<file path="config.mk">
export PLATFORM = sky130hd
export DESIGN_NAME = lsu_ctrl
export DESIGN_NICKNAME = d
export VERILOG_FILES = /design/src/rtl/lsu_ctrl.sv
export SDC_FILE = /design/constraint.sdc
export NUM_CORES = 1
export LEC_CHECK = 0
export CAP_MARGIN = 5
export CORE_UTILIZATION = 49
export CTS_CLUSTER_DIAMETER = 80
export DETAILED_ROUTE_END_ITERATION = 10
export PLACE_DENSITY = 0.95
export SLEW_MARGIN = 10
export SYNTH_ARGS = -nofsm -noshare
export SYNTH_HDL_FRONTEND = slang
export SYNTH_SLANG_ARGS = --single-unit
</file>
<file path="constraint.sdc">
create_clock -name i_clk -period 4.62 [get_ports i_clk]
set_clock_uncertainty 0.15 [all_clocks]
set_input_delay 1.155 -clock i_clk [delete_from_list [all_inputs] [get_ports i_clk]]
set_output_delay 1.155 -clock i_clk [all_outputs]
set_load 0.02 [all_outputs]
</file>
<file path="src/rtl/lsu_ctrl.sv">
// lsu_ctrl: load/store unit between the core datapath and a req/gnt/rvalid data bus.
//   Takes one access at a time. The core stays stalled until the access completes.
//   Store data and byte enables are steered onto the byte lanes. Load data is
//   shifted down and then sign- or zero-extended.
//
// Ports
//   i_clk, i_rst_n    clock (rising edge) and asynchronous active-low reset
//   i_memwrite        store request from the decoder
//   i_memread         load request from the decoder
//   i_f3              access size and sign from the decoder
//   i_addr, i_wdata   ALU byte address and rs2 store data
//   o_stall           holds PC and regfile write while high
//   o_rdata           extended load result, valid in the DONE cycle
//   o_fault           1-cycle pulse in DONE: misaligned access or illegal f3
//   o_buserr          1-cycle pulse in DONE: the bus timed out
//   o_req, o_we       bus request and write enable
//   o_be, o_baddr     byte enables and word-aligned bus address
//   o_bwdata          lane-shifted store data
//   i_gnt             bus accepts the request
//   i_rvalid, i_bdata read data valid and read data word
module lsu_ctrl #(
    parameter int unsigned XLEN    = 32,
    parameter int unsigned TIMEOUT = 16
) (
    input  logic            i_clk,
    input  logic            i_rst_n,
    input  logic            i_memwrite,
    input  logic            i_memread,
    input  logic [2:0]      i_f3,
    input  logic [XLEN-1:0] i_addr,
    input  logic [XLEN-1:0] i_wdata,
    output logic            o_stall,
    output logic [XLEN-1:0] o_rdata,
    output logic            o_fault,
    output logic            o_buserr,
    output logic            o_req,
    output logic            o_we,
    output logic [3:0]      o_be,
    output logic [XLEN-1:0] o_baddr,
    output logic [XLEN-1:0] o_bwdata,
    input  logic            i_gnt,
    input  logic            i_rvalid,
    input  logic [XLEN-1:0] i_bdata
);

    typedef enum logic [1:0] {StIdle, StReq, StWait, StDone} state_e;

    state_e          state_q, state_d;
    logic [XLEN-1:0] baddr_q, baddr_d;
    logic [XLEN-1:0] bwdata_q, bwdata_d;
    logic [XLEN-1:0] rdata_q, rdata_d;
    logic            we_q, we_d;
    logic [3:0]      be_q, be_d;
    logic [2:0]      f3_q, f3_d;
    logic [1:0]      off_q, off_d;
    logic [7:0]      cnt_q, cnt_d;
    logic            fault_q, fault_d;
    logic            buserr_q, buserr_d;

    logic            access;
    logic            legal;
    logic            aligned;
    logic            accept;
    logic            timeout_hit;
    logic [3:0]      be_calc;
    logic [XLEN-1:0] load_shift;
    logic [XLEN-1:0] load_ext;

    // Store wins when both requests are high.
    assign access = i_memread | i_memwrite;

    always_comb begin
        legal = 1'b0;
        if (i_memwrite) begin
            legal = (i_f3 == 3'b000) || (i_f3 == 3'b001) || (i_f3 == 3'b010);
        end else begin
            legal = (i_f3 == 3'b000) || (i_f3 == 3'b001) || (i_f3 == 3'b010) ||
                    (i_f3 == 3'b100) || (i_f3 == 3'b101);
        end
    end

    always_comb begin
        aligned = 1'b1;
        be_calc = 4'b1111;
        unique case (i_f3[1:0])
            2'b00: be_calc = 4'b0001 << i_addr[1:0];
            2'b01: begin
                aligned = ~i_addr[0];
                be_calc = 4'b0011 << i_addr[1:0];
            end
            default: aligned = (i_addr[1:0] == 2'b00);
        endcase
    end

    assign accept = legal & aligned;

    // A grant or rvalid that arrives in the last allowed cycle still completes normally.
    // The >= comparison also catches a load granted in that last cycle.
    assign timeout_hit = (cnt_q >= 8'(TIMEOUT - 1));

    assign load_shift = i_bdata >> {off_q, 3'b000};

    always_comb begin
        load_ext = load_shift;
        unique case (f3_q)
            3'b000:  load_ext = {{(XLEN-8){load_shift[7]}}, load_shift[7:0]};
            3'b001:  load_ext = {{(XLEN-16){load_shift[15]}}, load_shift[15:0]};
            3'b100:  load_ext = {{(XLEN-8){1'b0}}, load_shift[7:0]};
            3'b101:  load_ext = {{(XLEN-16){1'b0}}, load_shift[15:0]};
            default: load_ext = load_shift;
        endcase
    end

    // State register
    always_ff @(posedge i_clk or negedge i_rst_n) begin
        if (!i_rst_n) begin
            state_q  <= StIdle;
            baddr_q  <= '0;
            bwdata_q <= '0;
            rdata_q  <= '0;
            we_q     <= 1'b0;
            be_q     <= 4'b0000;
            f3_q     <= 3'b000;
            off_q    <= 2'b00;
            cnt_q    <= 8'd0;
            fault_q  <= 1'b0;
            buserr_q <= 1'b0;
        end else begin
            state_q  <= state_d;
            baddr_q  <= baddr_d;
            bwdata_q <= bwdata_d;
            rdata_q  <= rdata_d;
            we_q     <= we_d;
            be_q     <= be_d;
            f3_q     <= f3_d;
            off_q    <= off_d;
            cnt_q    <= cnt_d;
            fault_q  <= fault_d;
            buserr_q <= buserr_d;
        end
    end

    // Next-state logic
    always_comb begin
        state_d = state_q;
        unique case (state_q)
            StIdle: begin
                if (access) begin
                    state_d = accept ? StReq : StDone;
                end
            end
            StReq: begin
                if (i_gnt) begin
                    state_d = we_q ? StDone : StWait;
                end else if (timeout_hit) begin
                    state_d = StDone;
                end
            end
            StWait: begin
                if (i_rvalid || timeout_hit) begin
                    state_d = StDone;
                end
            end
            StDone:  state_d = StIdle;
            default: state_d = StIdle;
        endcase
    end

    // Datapath next values
    always_comb begin
        baddr_d  = baddr_q;
        bwdata_d = bwdata_q;
        rdata_d  = rdata_q;
        we_d     = we_q;
        be_d     = be_q;
        f3_d     = f3_q;
        off_d    = off_q;
        cnt_d    = cnt_q;
        fault_d  = 1'b0;
        buserr_d = 1'b0;
        unique case (state_q)
            StIdle: begin
                cnt_d = 8'd0;
                if (access) begin
                    if (accept) begin
                        baddr_d  = {i_addr[XLEN-1:2], 2'b00};
                        bwdata_d = i_wdata << {i_addr[1:0], 3'b000};
                        we_d     = i_memwrite;
                        be_d     = be_calc;
                        f3_d     = i_f3;
                        off_d    = i_addr[1:0];
                    end else begin
                        fault_d = 1'b1;
                        rdata_d = '0;
                    end
                end
            end
            StReq: begin
                cnt_d = cnt_q + 8'd1;
                if (!i_gnt && timeout_hit) begin
                    buserr_d = 1'b1;
                    rdata_d  = '0;
                end
            end
            StWait: begin
                cnt_d = cnt_q + 8'd1;
                if (i_rvalid) begin
                    rdata_d = load_ext;
                end else if (timeout_hit) begin
                    buserr_d = 1'b1;
                    rdata_d  = '0;
                end
            end
            default: ;
        endcase
    end

    // Outputs
    always_comb begin
        o_stall  = 1'b1;
        o_req    = 1'b0;
        o_we     = 1'b0;
        o_be     = 4'b0000;
        unique case (state_q)
            StIdle: o_stall = access;
            StReq: begin
                o_req = 1'b1;
                o_we  = we_q;
                o_be  = be_q;
            end
            StDone:  o_stall = 1'b0;
            default: o_stall = 1'b1;
        endcase
        o_baddr  = baddr_q;
        o_bwdata = bwdata_q;
        o_rdata  = rdata_q;
        o_fault  = fault_q;
        o_buserr = buserr_q;
    end

endmodule

</file>
## Word-level counts from Yosys, hierarchy flattened

Index checks and enable logic that the tools add are counted.

- Register bits: 116
- Input port bits: 105
- Output and inout port bits: 105
- Word-level logic and storage cells: 84

- Add/subtract/negate cells: 1
- Order comparisons: 1
- Equality and inequality tests: 17
- Shifts and indexed selects: 4
- Multiplexer cells: 29
- Bitwise gates (word level): 3
- Reductions and logical operators: 18

Operators with widths:

| kind | count |
|---|---|
| $mux W32 | 5 |
| $pmux W32 S4 | 1 |
| $pmux W32 S3 | 1 |
| $shl A32 B5 Y32 | 1 |
| $shr A32 B5 Y32 | 1 |
| $pmux W8 S2 | 1 |
| $eq A3 B3 Y1 const B | 4 |
| $mux W1 | 10 |
| $mux W2 | 5 |
| $add A8 B1 Y8 const B | 1 |
| $ge A8 B4 Y1 const B | 1 |
| $ne A2 B2 Y1 const B | 4 |
| $pmux W2 S4 | 1 |
| $pmux W4 S2 | 1 |
| $eq A3 B1 Y1 const B | 2 |
| $logic_not A2 Y1 | 3 |
| $logic_not A3 Y1 | 2 |
| $ne A3 B3 Y1 const B | 2 |
| $pmux W1 S2 | 3 |
| $reduce_and A3 Y1 | 2 |
| $logic_or A1 B1 Y1 | 5 |
| $reduce_and A5 Y1 | 1 |
| $eq A2 B1 Y1 const B | 2 |
| $eq A2 B2 Y1 const B | 2 |
| other kinds (12) | 12 |

## Depth between registers and ports, before layout

- Depth after elaboration: 10
- Depth in mapped cells: 9
- Gate-level depth less buffers: 7

## Worst setup path before layout

Ideal clock, no wire load.

- Path kind: input to output
- From: in i_memwrite
- To: out o_stall
- Arrival time: 1.589 ns
- Slack: 1.726 ns
- Stages: 2
- Path buffers: 0
- Cells stage by stage: nor2_1 > mux2i_1

- Cells in the longest elaborated chain, start to end: 2

Ends and longest elaborated chain:

| what | line | source |
|---|---|---|
| from (decl) | 27 | `input logic i_memwrite,` |
| $or A1 B1 Y1 | 70 | `assign access = i_memread \| i_memwrite;` |
| $pmux W1 S2 | 224 | `unique case (state_q)` |
| to (decl) | 32 | `output logic o_stall,` |

Every way passes these cells.

## Worst setup path after layout

Ends and elaborated chain as after synthesis.

==> reports/summary.md <==
The run finished with clean final reports. The internal cell power is 3530 µW. The worst setup path is captured at an output port. Counting instances in the post-synthesis netlist gives the leading cell types as sky130_fd_sc_hd__dfrtp_1, sky130_fd_sc_hd__nand2_1, sky130_fd_sc_hd__a21oi_1. In this run the deepest clock path goes through 2 buffers. Based on the critical path, the design can be clocked at up to 260 MHz. The worst hold path was traced through 2 stages.

The aggregate routed wire length was 16,300 µm. Input and output buffers added on the ports amount to 207. From synthesis to final layout, the design area changed by 45.6%.

The detail route stage leaves a number of antenna-violating nets equal to 0. Across the VDD grid, the largest voltage drop is 0.420 mV. The H-tree was split into 4 levels. The top fanout value on the critical path is 5, and the distinct cell type count of the synthesized netlist is 46. Clock latency on the worst-skew pair: 400 ps. The logs give 0.274 for the global-route usage over all layers and 84 for the maximum number of pins on one net before global-route repair. The height of the die was 111 µm; the aggregate negative setup slack was 0 ps. In this run, the number of DRC markers left after iteration 0 of detailed routing was 362. In the post-synthesis netlist, the biggest area contributors are sky130_fd_sc_hd__dfrtp_1, sky130_fd_sc_hd__mux2_1, sky130_fd_sc_hd__mux2i_1. Using the TritonRoute via totals, the vias-per-cell ratio works out to 5.65. The logs give 0.736 for the final core utilization and 0 for the post-cts resize count.

The cell area power density is 684 nW/µm², and the slew of the pin with the lowest slew margin is 990 ps. The x dimension of the die came out at 111 µm. For the worst flop-to-flop path, the logic depth is 5. Kind of path behind the tightest hold check: reg -> reg.

Setup repair after global routing left no endpoint under its margin. Dividing the detail-routed wire length by the instance count gives 18.1 µm. The die covers 12,300 µm².

The starting utilization of the core area was 0.505. The switching part of the total power works out to 0.389. The most instantiated library cell after synthesis was sky130_fd_sc_hd__dfrtp_1. The logs give 328 ps for the worst-case hold slack and 0.922 for the final RePlAce weighted congestion. After legalization and detailed placement, the total HPWL measured 12,000 µm.

The average instance in the mapped netlist occupies 10.4 µm². The total number of vias came out at 5,105. The cell area that synthesis handed to floorplanning was 5790 µm². In this run the critical register-to-register path is launched from off_q[1].

The first global-routing pass estimated 26,600 µm of wire. For the proportion of synthesized chip area in sequential cells, the log shows 0.501. For the hold violation count in the final report, the log shows 0. The portion of synthesized cell area occupied by the leading cell type was 0.501; the post-synthesis register bit count was 116. The endpoint identified for the worst register-to-register timing path is o_rdata[26]. The total count of max-transition violations in the final report was 0; the cell leakage power was 0.00358 µW.

STA classifies the critical path startpoint as an input pin. The post-synthesis async set-or-reset flop share came out at 1.00. For flop-to-flop paths, the worst setup slack is 1450 ps. Top flip-flop cell by instance count after synthesis: sky130_fd_sc_hd__dfrtp_1. The number of endpoints failing setup at the final stage is 0. Global routing finished with a remaining overflow of 0. Post-CTS timing repair inserted 0 buffers for setup. The part of the power in registers is 0.312. For the number of antenna violations at the first check in global routing, the log shows 0. The number of buffers added to fix hold violations after cts is 0.

The root buffer cell chosen for the clock tree is sky130_fd_sc_hd__clkbuf_16. Startpoint of the worst hold path: o_rdata[6]. The via count of the first global-routing pass was 5,229; the number of fill cells was 790. The leading area contributor after synthesis was sky130_fd_sc_hd__dfrtp_1. For the relative slew slack, the log shows 0.340. The net total in the final layout came out at 861. The share of the clock period used by the worst path after layout works out to 0.832. The switching power came out at 2240 µW.

The routed design could run at a clock period as short as 3840 ps. The layout cell share with drive strength beyond 1 was 0.0696. The end point of the worst hold path is o_rdata[6].

In this run the count of I/O pins placed on the die edge is 210. For this run, design rule violations remaining after detail routing come to 0. Data on the critical path is required at its endpoint by 3310 ps.

STA puts the critical path data arrival time at 2540 ps. The critical path is of the in -> out type. The finished layout holds 904 standard cells, fillers aside. After clock tree synthesis, the clock-pin slew on the worst setup and hold paths is 50 ps. The number of enable-type register cells in the synthesized netlist was 0; the antenna diode count was 0. Yosys printed 0 warnings. The tool flagged a number of max-cap violations equal to 0.

The first detailed-routing pass took 5 iterations. In this run, placement finished with an instance count of 874. TritonCTS built the clock tree.

The number of placement rows is 39, and the clock network fraction of total power is 0.209. The relative contribution of combinational cells to total power is 0.479. After technology mapping, the gate count stands at 555. Clock tree synthesis inserted a total of 17 buffers.

The core region is 11,500 µm². Counting every sink on the clock net gives 116.
registers in the layout, summed over array words and instances (netlist names):
| register | flops |
|---|---|
| o_bwdata | 32 |
| o_rdata | 32 |
| o_baddr | 30 |
| cnt_q | 8 |
| be_q | 4 |
| f3_q | 3 |
| off_q | 2 |
| state_q | 2 |
| o_buserr | 1 |
| o_fault | 1 |
| we_q | 1 |
worst max path at each step:
stage,start,end,cells past startpoint
floorplan,i_memwrite,o_stall,2
global placement,i_memwrite,o_stall,4
detailed placement,i_memwrite,o_stall,4
CTS,i_memwrite,o_stall,4
global route,i_memwrite,o_stall,4
finish,i_memwrite,o_stall,4
worst max-delay path: stages:
cell	delay, ps
sky130_fd_sc_hd__clkdlybuf4s50_1	450
sky130_fd_sc_hd__nor2_1	260
sky130_fd_sc_hd__mux2i_1	120
sky130_fd_sc_hd__clkdlybuf4s50_1	550
metrics by stage:
stage / power, µW / worst slack [ps] / area [µm²]
floorplan: 3320 / 1730 / 5800
global placement: 4460 / 812 / 7890
detailed placement: 4560 / 785 / 7890
CTS: 5800 / 789 / 8440
global route: 6080 / 715 / 8440
finish: 5770 / 777 / 8440
cell type report:
type | count | area (µm²) | area share
clock inverters | 5 | 50.0 | 0.00593
multi-input cells | 395 | 2650 | 0.314
clock buffers | 25 | 495 | 0.0587
repair buffers | 215 | 2140 | 0.254
well taps | 143 | 179 | 0.0212
flip-flops and latches | 116 | 2900 | 0.344
inverters | 5 | 18.8 | 0.00222
kinds of logic after synthesis:
| kind of cell | Yosys count | synth area share |
|---|---|---|
| AND/OR/NAND/NOR | 156 | 0.122 |
| AO/OA/AOI/OAI | 142 | 0.155 |
| flip-flops | 116 | 0.501 |
| multiplexers | 87 | 0.161 |
| buffers and inverters | 45 | 0.0436 |
| adder cells (fa/ha/maj) | 6 | 0.0130 |
| XOR/XNOR | 2 | 0.00302 |
| other | 1 | 0.000647 |
placed cells by master (no fill, tap or decap), types with 3 or more instances in the layout:
cell type / n
sky130_fd_sc_hd__inv_1: 5
sky130_fd_sc_hd__nand3_1: 3
sky130_fd_sc_hd__clkdlybuf4s50_1: 206
sky130_fd_sc_hd__mux2_1: 45
sky130_fd_sc_hd__nor2_1: 37
sky130_fd_sc_hd__dfrtp_1: 116
sky130_fd_sc_hd__o21ai_1: 38
sky130_fd_sc_hd__mux2i_1: 36
sky130_fd_sc_hd__ha_1: 6
sky130_fd_sc_hd__o21ai_2: 3
sky130_fd_sc_hd__clkbuf_1: 4
sky130_fd_sc_hd__and2_1: 5
sky130_fd_sc_hd__buf_4: 8
sky130_fd_sc_hd__o31ai_1: 26
sky130_fd_sc_hd__a211oi_1: 15
sky130_fd_sc_hd__clkbuf_16: 17
sky130_fd_sc_hd__clkbuf_8: 4
sky130_fd_sc_hd__nor2b_1: 13
sky130_fd_sc_hd__nand2_1: 82
sky130_fd_sc_hd__nor3_1: 3
sky130_fd_sc_hd__clkinv_2: 4
sky130_fd_sc_hd__nor3b_1: 3
sky130_fd_sc_hd__a21oi_1: 46
sky130_fd_sc_hd__mux2_2: 6
power by group through the flow:
stage | sequential [µW] | clock [µW] | combinational, µW
floorplan | 2220 | 0 | 1100
global placement | 1770 | 0 | 2690
detailed placement | 1810 | 0 | 2750
CTS | 1800 | 1220 | 2770
global route | 1860 | 1280 | 2940
finish | 1800 | 1210 | 2760
per-layer routing:
| metal | up-vias | GRT usage | wire length (µm) |
|---|---|---|---|
| li1 | 2351 | - | - |
| met1 | 2457 | 0.313 | 6220 |
| met2 | 261 | 0.470 | 8240 |
| met3 | 36 | 0.0929 | 1440 |
| met4 | 0 | 0.114 | 434 |
| met5 | - | 0 | 0 |
(Power assumes the default switching activity.)
